**src/rtl/mux_arb_pkg.sv**
```systemverilog
// mux_arb_pkg: shared types and constants for the 4:1 mux round-robin arbiter.
//   arb_state_e  - arbiter FSM states (IDLE, BUSY, GAP)
//   NUM_REQ      - number of requesters / mux inputs
//   SEL_W        - width of the mux select {s1,s0}
//   hold_cnt_w() - width of the hold counter for a given MAX_HOLD (min 1)
package mux_arb_pkg;

  localparam int NUM_REQ = 4;
  localparam int SEL_W   = 2;

  typedef enum logic [1:0] {
    IDLE = 2'd0,
    BUSY = 2'd1,
    GAP  = 2'd2
  } arb_state_e;

  // The counter only has to reach MAX_HOLD-1, so clog2(MAX_HOLD) bits suffice.
  // MAX_HOLD=1 would give zero bits; keep one bit so the vector stays legal.
  function automatic int hold_cnt_w(input int max_hold);
    int w;
    w = $clog2(max_hold);
    return (w < 1) ? 1 : w;
  endfunction

endpackage

```
**src/rtl/mux_rr_arbiter_rr_pick.sv**
```systemverilog
// rr_pick: combinational round-robin winner search.
//   req   [3:0] - current request vector
//   ptr   [1:0] - index of the last owner (lowest priority this round)
//   found       - at least one request is set
//   idx   [1:0] - first set request scanning upward from ptr+1, mod 4
module rr_pick
  import mux_arb_pkg::*;
(
  input  logic [NUM_REQ-1:0] req,
  input  logic [SEL_W-1:0]   ptr,
  output logic               found,
  output logic [SEL_W-1:0]   idx
);

  logic [SEL_W-1:0] cand;

  // Offsets 1..NUM_REQ; the SEL_W-bit add wraps mod 4, so offset 4 lands on
  // ptr itself and the previous owner is considered last.
  always_comb begin
    found = 1'b0;
    idx   = ptr;
    cand  = ptr;
    for (int k = 1; k <= NUM_REQ; k++) begin
      cand = ptr + SEL_W'(k);
      if (!found && req[cand]) begin
        found = 1'b1;
        idx   = cand;
      end
    end
  end

endmodule

```
**src/rtl/mux_rr_arbiter.sv**
```systemverilog
// mux_rr_arbiter: round-robin owner of a shared 4:1 mux datapath.
//   clk        - rising-edge clock
//   rst_n      - asynchronous active-low reset
//   req  [3:0] - level request per mux input Ii, held while using the mux
//   gnt  [3:0] - registered one-hot grant, zero when no owner
//   s1, s0     - registered mux select, change only on a grant edge
//   busy       - high while an owner holds the mux
//   preempt    - high during the GAP cycle that follows a forced release
//   dbg_state  - current FSM state
//
// Handshake: req/gnt are levels, not valid/ready. A requester raises req[i]
// and keeps it high while it owns the mux; gnt[i] high means the select
// already points at Ii. Dropping req[i] releases ownership at the next edge.
// A request is only seen when sampled at a grant decision; no memory exists.
module mux_rr_arbiter
  import mux_arb_pkg::*;
#(
  parameter int MAX_HOLD = 8
) (
  input  logic               clk,
  input  logic               rst_n,
  input  logic [NUM_REQ-1:0] req,
  output logic [NUM_REQ-1:0] gnt,
  output logic               s1,
  output logic               s0,
  output logic               busy,
  output logic               preempt,
  output arb_state_e         dbg_state
);

  localparam int               CNT_W     = hold_cnt_w(MAX_HOLD);
  localparam logic [CNT_W-1:0] HOLD_LAST = CNT_W'(MAX_HOLD - 1);

  arb_state_e         state_q, state_d;
  logic [SEL_W-1:0]   ptr_q, ptr_d;
  logic [SEL_W-1:0]   sel_q, sel_d;
  logic [CNT_W-1:0]   cnt_q, cnt_d;
  logic [NUM_REQ-1:0] gnt_q, gnt_d;
  logic               busy_q, busy_d;
  logic               pre_q, pre_d;

  logic               pick_found;
  logic [SEL_W-1:0]   pick_idx;
  logic               do_grant;
  logic               forced;
  logic [NUM_REQ-1:0] owner_mask;
  logic               owner_req;
  logic               others_req;
  logic               hold_done;

  rr_pick u_pick (
    .req   (req),
    .ptr   (ptr_q),
    .found (pick_found),
    .idx   (pick_idx)
  );

  // While BUSY the pointer is the owner, so it doubles as the owner index.
  assign owner_mask = NUM_REQ'(1) << ptr_q;
  assign owner_req  = req[ptr_q];
  assign others_req = |(req & ~owner_mask);
  assign hold_done  = (cnt_q == HOLD_LAST);

  // State register and output registers.
  always_ff @(posedge clk or negedge rst_n) begin
    if (!rst_n) begin
      state_q <= IDLE;
      ptr_q   <= SEL_W'(NUM_REQ - 1);
      sel_q   <= '0;
      cnt_q   <= '0;
      gnt_q   <= '0;
      busy_q  <= 1'b0;
      pre_q   <= 1'b0;
    end else begin
      state_q <= state_d;
      ptr_q   <= ptr_d;
      sel_q   <= sel_d;
      cnt_q   <= cnt_d;
      gnt_q   <= gnt_d;
      busy_q  <= busy_d;
      pre_q   <= pre_d;
    end
  end

  // Next-state logic. IDLE and GAP both grant via the rotated priority;
  // GAP only differs in that it exists to keep the select stable for a cycle.
  always_comb begin
    state_d  = state_q;
    do_grant = 1'b0;
    forced   = 1'b0;
    case (state_q)
      IDLE: begin
        if (pick_found) begin
          state_d  = BUSY;
          do_grant = 1'b1;
        end
      end
      BUSY: begin
        // Owner drop wins over hold expiry: that case is a voluntary release.
        if (!owner_req) begin
          state_d = GAP;
        end else if (hold_done && others_req) begin
          state_d = GAP;
          forced  = 1'b1;
        end
      end
      GAP: begin
        if (pick_found) begin
          state_d  = BUSY;
          do_grant = 1'b1;
        end else begin
          state_d = IDLE;
        end
      end
      default: state_d = IDLE;
    endcase
  end

  // Next values of the registered outputs, pointer and hold counter.
  always_comb begin
    ptr_d  = ptr_q;
    sel_d  = sel_q;
    cnt_d  = cnt_q;
    gnt_d  = '0;
    busy_d = (state_d == BUSY);
    pre_d  = forced;
    if (do_grant) begin
      ptr_d = pick_idx;
      sel_d = pick_idx;
      cnt_d = '0;
      gnt_d = NUM_REQ'(1) << pick_idx;
    end else if (state_q == BUSY && state_d == BUSY) begin
      gnt_d = gnt_q;
      cnt_d = hold_done ? cnt_q : cnt_q + CNT_W'(1);
    end
  end

  assign gnt       = gnt_q;
  assign s1        = sel_q[1];
  assign s0        = sel_q[0];
  assign busy      = busy_q;
  assign preempt   = pre_q;
  assign dbg_state = state_q;

endmodule

```
**config.mk**
```make
export PLATFORM = sky130hd
export DESIGN_NAME = mux_rr_arbiter
export DESIGN_NICKNAME = d
export VERILOG_FILES = /design/src/rtl/mux_arb_pkg.sv /design/src/rtl/mux_rr_arbiter_rr_pick.sv /design/src/rtl/mux_rr_arbiter.sv
export SDC_FILE = /design/constraint.sdc
export NUM_CORES = 1
export LEC_CHECK = 0
export CAP_MARGIN = 20
export CORE_MARGIN = 2
export CORE_UTILIZATION = 40
export CTS_BUF_LIST = sky130_fd_sc_hd__clkbuf_16
export CTS_CLUSTER_SIZE = 25
export DETAILED_ROUTE_END_ITERATION = 10
export DONT_BUFFER_PORTS = 1
export PLACE_DENSITY = 0.59
export REMOVE_ABC_BUFFERS = 1
export SYNTH_ARGS = -nofsm -noshare
export SYNTH_HDL_FRONTEND = slang
export SYNTH_SLANG_ARGS = --single-unit
```
**constraint.sdc**
```tcl
create_clock -name clk -period 3.7 [get_ports clk]
set_input_delay 0.74 -clock clk [delete_from_list [all_inputs] [get_ports clk]]
set_output_delay 0.74 -clock clk [all_outputs]
set_load 0.01 [all_outputs]
```
==> flow_summary.ini <==
[clock_tree]
ctsResizeCount = 0
clk_pin_slew_ns = 0.04
cts_root_buf = clkbuf_16
htreeDepth = 1
insertion_delay_ns = 0.24
postCtsSetupRepairBufs = 0
holdBufCountCts = 0
clk_path_buf_depth = 2
cts_tree = done
clock-sinks = 15
cts_buffers = 3

[sta]
relSlewSlack = 0.709
fin_setup_tns_ns = 0
rsz0062_at_grt = false
worst_pin_slew_ns = 0.431
finClkSkew_ns = 0.000955
max_freq_mhz = 340
setup_viol = 0
finalMaxSlewViolations = 0
finalHoldViolCount = 0
finalCriticalPeriod_ns = 2.94
finalCritPeriodShare = 0.794

[drt]
drcViolationCount = 0
wl_met1_um = 811
dr.pass1.iters = 4
routedWlPerCell_um = 15.1
first_iter_violations = 4
vias = 644
wl_met2_um = 810
drt_wl_total_um = 1730
wl_met3_um = 94
ant_nets = 0
highest_layer = met4
vias_per_cell = 5.60

[flow_run]
drv_cap = 0

[finish]
drive_gt1_frac = 0.126
num-fill-cells = 190
num_antenna_cells = 0
syn2layout_area_growth_pct = 10.7
nNetsFinal = 100
final_area_um2 = 1020

[setup_path]
crit_required_ns = 3.83
critical_path_class = reg2reg
worstSetupStartpointType = flop
worstPathMaxFanout = 13
arrival_ns = 3.07
endpoint_kind = flop

[synth]
synth_area_leaders = dfrtp_1 (35%), mux2i_1 (8.7%), ha_1 (8.1%), dfstp_2 (5.7%), mux4_1 (5.7%)
synth_top_family_by_area = compound AO/OA/AOI/OAI gates
synth_warnings = 0
synth_top_area_frac = 0.353
synth_compound_area_frac = 0.174
yosys_register_bits = 15
synthCells = 85
synth_seq_area_share = 0.410
netlist_area_um2 = 922
synth-xor-area-share = 0.0190
synthAdderAreaFrac = 0.0814
avgSynthCellArea_um2 = 10.8
yosysTopAreaCell = dfrtp_1
synth-simple-area-share = 0.0950
synthDistinctLibCells = 30
muxShareOfSynthArea = 0.168

[placed_design]
routabilityCongestion = 0.856
dp_hpwl_um = 1270
placed_cell_area_um2 = 942
numPortBuffers = 0

[floorplanning]
num_io_pins = 16
core.rowCount = 17
fp.dieW_um = 52.0
die-area_um2 = 2710
die_height_um = 52.0
core_um2 = 2190
initial_utilization = 0.421

[power]
leakage_nw = 0.512
power_frac_comb = 0.463
power.density_nw_per_um2 = 964
switching_share = 0.392
ir_worst_vdd_v = 0.000413
power_frac_seq = 0.333
share_clk_of_total_power = 0.205
power.total_mw = 0.984
p_int_mw = 0.598
switching_power_mw = 0.386

[grt]
antenna_found_initial = 0
grt_pass1_wl_um = 3080
grt_start_max_net_pins = 16
grt_pass1_vias = 659
grt.total_usage = 0.154
grt-ovfl-total = 0

[run_status]
status = completed

[worst_hold_path]
min_path_type = in2async
[cell usage after synthesis]
master,number
a21o_1,1
a21o_2,1
a21oi_1,3
a21oi_2,1
a22o_1,3
a22o_2,1
a41oi_1,1
and2b_2,1
buf_6,1
clkbuf_1,1
dfrtp_1,13
dfstp_2,2
ha_1,6
inv_1,9
mux2i_1,8
mux4_1,2
mux4_2,1
nand2_1,4
nand2b_1,3
nand3b_1,1
nor2_1,5
nor2b_1,1
o21ai_0,6
o21bai_1,2
o22ai_1,2
o32ai_1,2
or2_2,1
or3_1,1
xnor2_1,1
xor2_1,1
[stage by stage]
stage,setup WS [ns],util,instances,hold WS (ns)
floorplan,1.02,-,83,0.444
global placement,0.881,0.430,111,0.445
detailed placement,0.782,0.430,111,0.445
CTS,0.772,0.466,115,0.189
global route,0.601,0.466,115,0.181
finish,0.761,0.466,115,0.191
[per-layer routing]
layer  GRT usage  up-vias
met5           0        -
met1       0.200      320
met3      0.0517        4
li1            -      310
met2       0.241       10
met4      0.0526        0
[placed cells by master, fill, tap and decap left out]
cell type and n:
a22o_2 1, or2_2 1, nor2_1 5, or3_1 1, dfstp_2 2, xor2_1 1
clkbuf_16 3, nand2b_1 3, a21o_2 1, a21oi_1 3, and2b_2 1, a21oi_2 1
a22o_1 3, o32ai_1 2, inv_1 10, a21o_1 1, o22ai_1 2, nand3b_1 1
dfrtp_1 13, nor2b_1 1, mux4_2 1, ha_1 6, o21bai_1 2, o21ai_0 6
mux4_1 2, nand2_1 4, mux2i_1 8, a41oi_1 1, xnor2_1 1
[power by group through the flow]
| stage | Combinational (mW) | Sequential, mW | Clock, mW |
|---|---|---|---|
| 6_report | 0.456 | 0.327 | 0.201 |
| 5_1_grt | 0.524 | 0.339 | 0.215 |
| 4_1_cts | 0.457 | 0.328 | 0.206 |
| 3_5_place_dp | 0.452 | 0.330 | 0 |
| 3_3_place_gp | 0.453 | 0.329 | 0 |
| 2_1_floorplan | 0.381 | 0.310 | 0 |
[layout make-up]
cell class	instances	area (µm²)	share of cell area
inverter	9	33.8	0.0331
clock buffer	3	75.1	0.0735
sequential	15	378	0.370
tap	28	35.0	0.0343
multi-input combinational	59	495	0.485
clock inverter	1	3.75	0.00368
[sequential cells by signal, indices dropped and copies added, names as in the netlist]
name,cells
gnt,4
cnt_q,3
dbg_state,2
ptr_q,2
sel_q,2
busy,1
preempt,1
[critical path, cell delays in order, from the launching register on]
cell and delay (ns):
dfstp_2 0.71, inv_1 0.15, ha_1 0.42, mux4_1 0.63
and2b_2 0.22, o21bai_1 0.24, o32ai_1 0.18, a22o_2 0.25
[logic make-up after synthesis]
kind of cell,count (synthesis)
flip-flops,15
XOR/XNOR,2
AO/OA/AOI/OAI,23
buffers and inverters,11
AND/OR/NAND/NOR,17
multiplexers,11
adder cells (fa/ha/maj),6
[path summary, 6_finish.rpt]
| check | startpoint | end | slack [ns] | cells past startpoint |
|---|---|---|---|---|
| max | ptr_q[0]$_DFFE_PN1P_ | gnt[3]$_DFFE_PN0P_ | 0.76 | 7 |
| min | rst_n | dbg_state[1]$_DFF_PN0_ | 0.19 | 0 |
| max reg2reg | ptr_q[0]$_DFFE_PN1P_ | gnt[3]$_DFFE_PN0P_ | 0.76 | 7 |
| min reg2reg | ptr_q[1]$_DFFE_PN1P_ | ptr_q[1]$_DFFE_PN1P_ | 0.54 | 2 |
| max in group asynchronous | rst_n | ptr_q[0]$_DFFE_PN1P_ | 3.34 | 0 |
| min in group clk | ptr_q[1]$_DFFE_PN1P_ | ptr_q[1]$_DFFE_PN1P_ | 0.54 | 2 |
Power figures use the tool's default switching activity.
==> RTL change 1, RTL diff (config.mk and constraints unchanged) <==
Set the parameter `MAX_HOLD` to 12 (it was 8).
--- a/src/rtl/mux_rr_arbiter.sv
+++ b/src/rtl/mux_rr_arbiter.sv
@@ -15,7 +15,7 @@
 module mux_rr_arbiter
   import mux_arb_pkg::*;
 #(
-  parameter int MAX_HOLD = 8
+  parameter int MAX_HOLD = 12
 ) (
   input  logic               clk,
   input  logic               rst_n,
Check against the original RTL: not equivalent (a bounded check fails within 10 cycles, from zero or initial values and one cycle with rst_n low).
==> RTL change 1 against the unedited design <==
Sequential cell count is 1 higher. Combinational power is 20% higher. Routed wire length is 32% higher. Worst setup slack better by 300 ps. Total power is 12% higher. Critical path type unchanged. Sequential power is 8.6% higher. Die area is 28% higher. Fmax is 11% higher. Via count is 28% higher. Critical path depth stayed put. Synthesized area is 30% higher. Design area is 20% higher.
==> RTL change 1: results <==
set metrics [dict create \
    status "finished, final reports clean" \
    fill_cells 267 \
    ys_top_cells_by_area "dfrtp_1 (29%), ha_1 (5.2%), mux2i_1 (5.0%)" \
    htree_levels 1 \
    grt_pass1_vias 786 \
    fin_nets 121 \
    dp_slack_ps 1110 \
    drive_gt1_share_pct 23.9 \
    cts.repair.resized 0 \
    grt_max_degree 19 \
    grt_pass1_wl_mm 3.69 \
    max_stage_delay_ps 740 \
    setup_violations 0 \
    numCtsBuffers 3 \
    clock_skew_ps 2.08 \
    routedWlPerCell_um 16.3 \
    yosys_warnings 0 \
    synth-main-ff-cell "dfrtp_1" \
    yosys-top-cells-count "dfrtp_1 (14), nor2_1 (10), mux2i_1 (6)" \
    path_clk_slew_ps 50 \
    firstDrtPassIters 4 \
    dp_hpwl_mm 1.68 \
    diodes 0 \
    cp_max_fo 18 \
    async_flop_share_pct 100 \
    routabilityCongestion 0.849 \
    synthDistinctLibCells 48 \
    crit_slowest_cell "dfstp_2" \
    clockBufferDepth 2 \
    initialDrtViolationCount 18 \
    min_path_type "input pin to async pin" \
    antenna_found_initial 0 \
    yosysSeqAreaShare_pct 33.6 \
    cts_setup_buffers 0 \
    p_leak_uw 0.000550 \
    grt_use_total_pct 13.9 \
    critPathTopFamily "multiplexers" \
    peakVddDrop_v 0.000439 \
    avgViaCountPerCell 5.87 \
    worst_pin_slew_ps 490 \
    placed_cell_area_mm2 0.00115 \
]
## RTL change 1: path summary, 6_finish.rpt
check,start,endpoint,slack [ps],depth (start not counted)
max in group asynchronous,rst_n,ptr_q[1]$_DFFE_PN1P_,3340,0
worst min register to register,cnt_q[3]$_DFFE_PN0P_,cnt_q[3]$_DFFE_PN0P_,550,2
min in group clk,cnt_q[3]$_DFFE_PN0P_,cnt_q[3]$_DFFE_PN0P_,550,2
worst max-delay path,ptr_q[0]$_DFFE_PN1P_,sel_q[1]$_DFFE_PN0P_,1060,7
worst min-delay path,rst_n,gnt[3]$_DFFE_PN0P_,190,0
worst max register to register,ptr_q[0]$_DFFE_PN1P_,sel_q[1]$_DFFE_PN0P_,1060,7
## RTL change 1: cell families (layout without fill, tap and decap cells)
group | after synthesis | count (layout) | synth area share, %
AO/OA/AOI/OAI | 30 | 30 | 21.4
AND/OR/NAND/NOR | 30 | 30 | 12.8
flip-flops | 16 | 16 | 33.6
multiplexers | 15 | 15 | 15.3
buffers and inverters | 15 | 10 | 9.49
adder cells (fa/ha/maj) | 5 | 5 | 5.21
XOR/XNOR | 3 | 3 | 2.19
## RTL change 1: final cells by class
class | count | area (um^2) | share of cell area, %
clock inverter | 1 | 3.75 | 0.306
inverter | 6 | 22.5 | 1.84
multi-input combinational | 83 | 683 | 55.7
clock buffer | 3 | 75.1 | 6.12
sequential | 16 | 403 | 32.9
tap | 31 | 38.8 | 3.16
## RTL change 1: metrics by stage
step	hold WS [ps]	std cells	util, %
after detailed placement	445	136	40.9
after floorplan	444	105	-
after global routing	180	140	43.7
final	191	140	43.7
after CTS	189	140	43.7
after global placement	445	136	40.9
## RTL change 1: routing by layer
layer | vias up | global-route usage (%) | wire length [um]
met2 | 21 | 22.9 | 1080
met1 | 395 | 18.4 | 1060
met3 | 0 | 5.05 | 141
met4 | 0 | 0.974 | 0
li1 | 406 | - | -
met5 | - | 0 | 0
## RTL change 1: report_power, final
group / internal, uW / switching [uW]
logic: 269 / 278
clock network: 143 / 62.6
registers: 245 / 109
total: 658 / 450
==> RTL change 2, RTL diff (same settings) <==
Without the edit above. Make the reset (`rst_n`) synchronous in one clocked block. Comments in the files are not updated.
--- a/src/rtl/mux_rr_arbiter.sv
+++ b/src/rtl/mux_rr_arbiter.sv
@@ -62,7 +62,7 @@
   assign hold_done  = (cnt_q == HOLD_LAST);
 
   // State register and output registers.
-  always_ff @(posedge clk or negedge rst_n) begin
+  always_ff @(posedge clk) begin
     if (!rst_n) begin
       state_q <= IDLE;
       ptr_q   <= SEL_W'(NUM_REQ - 1);
Behaviour: differs if rst_n is asserted again (counterexample within 4 cycles, from zero or initial values and one cycle with rst_n low); with rst_n held inactive, the same outputs for 10 cycles.
==> RTL change 2 against the unedited design <==
Worst setup slack gained 61 ps. Total power shrank 6.2%. Design area down 0.24%. Routed wire length rose by 4.9%. Critical path depth unchanged. Via count grew 11%. Sequential cell count is the same. Die area down 0.25%. Combinational power is 7.9% lower. Critical endpoint is now ptr_q[0]$_SDFFE_PN1P_. Largest power group unchanged. Synthesized area fell by 0.27%.
==> RTL change 2: results <==
set metrics [dict create \
    routed_wirelength_mm 1.82 \
    multi_input_area_um2 584 \
    initialDrtViolationCount 15 \
    p_sw_share_pct 40.4 \
    synth_compound_area_share_pct 19.2 \
    placed_cell_area_um2 938 \
    fin_crit_sh_pct 77.8 \
    slew_headroom_pct 58.4 \
    r2r_slack_ps 820 \
    yosys-top-cells-count "dfxtp_1 (15), mux2i_1 (9), nor2_1 (9)" \
    p_leak_uw 0.000432 \
    peakVddDrop_v 0.000562 \
    cp_max_fo 15 \
    grt_use_total_pct 15.3 \
    routabilityCongestion 0.784 \
    met1_length_um 806 \
    fill_cells 218 \
    crit_path_start "ptr_q[0]$_SDFFE_PN1P_" \
    async_flop_share_pct 0 \
    status "finished, final reports clean" \
    drive_gt1_share_pct 11.7 \
    dp_cells 118 \
    ys_top_cells_by_area "dfxtp_1 (33%), mux2i_1 (9.8%), ha_1 (8.2%)" \
    clock_skew_ps 1.40 \
    cp.arrival_ps 3010 \
    synth_xor_area_share_pct 0.952 \
    timing.hold.ws_ps 508 \
    dr_wl_met2_um 900 \
    grt_pass1_vias 706 \
    fin_nets 107 \
    synthAdderAreaFrac_pct 8.16 \
    avgViaCountPerCell 5.89 \
    dp_hpwl_mm 1.34 \
    critPathTopFamily "flip-flops" \
    start_kind "flip-flop" \
    wl_met3_um 105 \
    clockBufferDepth 2 \
    synthDistinctLibCells 32 \
    yosys_warnings 0 \
    crit_end "ptr_q[0]$_SDFFE_PN1P_" \
    avgSynthCellArea_um2 10.0 \
    via_count 718 \
    hold_end "cnt_q[1]$_SDFFE_PP0P_" \
    insertion_delay_ps 240 \
    crit_slowest_cell "dfxtp_1" \
    yosysSeqAreaShare_pct 32.7 \
]
RTL change 2: changes by cell type after synthesis, moves of 4 or more:
cell and change:
a32o_1 +4, nor2_1 +4, dfrtp_1 -13, inv_1 -5, nor2b_1 +5, dfxtp_1 +15
o21ai_0 -4
RTL change 2: per-layer routing:
metal | GRT usage [%] | vias to the layer above
li1 | - | 350
met1 | 18.6 | 353
met2 | 24.7 | 13
met3 | 4.02 | 2
met4 | 7.89 | 0
met5 | 0 | -
RTL change 2: power by group through the flow:
| stage | sequential [uW] | clock [uW] | combinational, uW |
|---|---|---|---|
| finish | 299 | 205 | 420 |
| global route | 311 | 219 | 467 |
| CTS | 301 | 214 | 423 |
| detailed placement | 305 | 0 | 417 |
| global placement | 302 | 0 | 415 |
| floorplan | 287 | 0 | 354 |
RTL change 2: cell type report:
cell class / count / share of cell area (%)
Clock buffer: 3 / 7.37
Multi-Input combinational cell: 70 / 57.4
Sequential cell: 15 / 29.5
Inverter: 5 / 1.84
Tap cell: 28 / 3.44
Clock inverter: 1 / 0.491
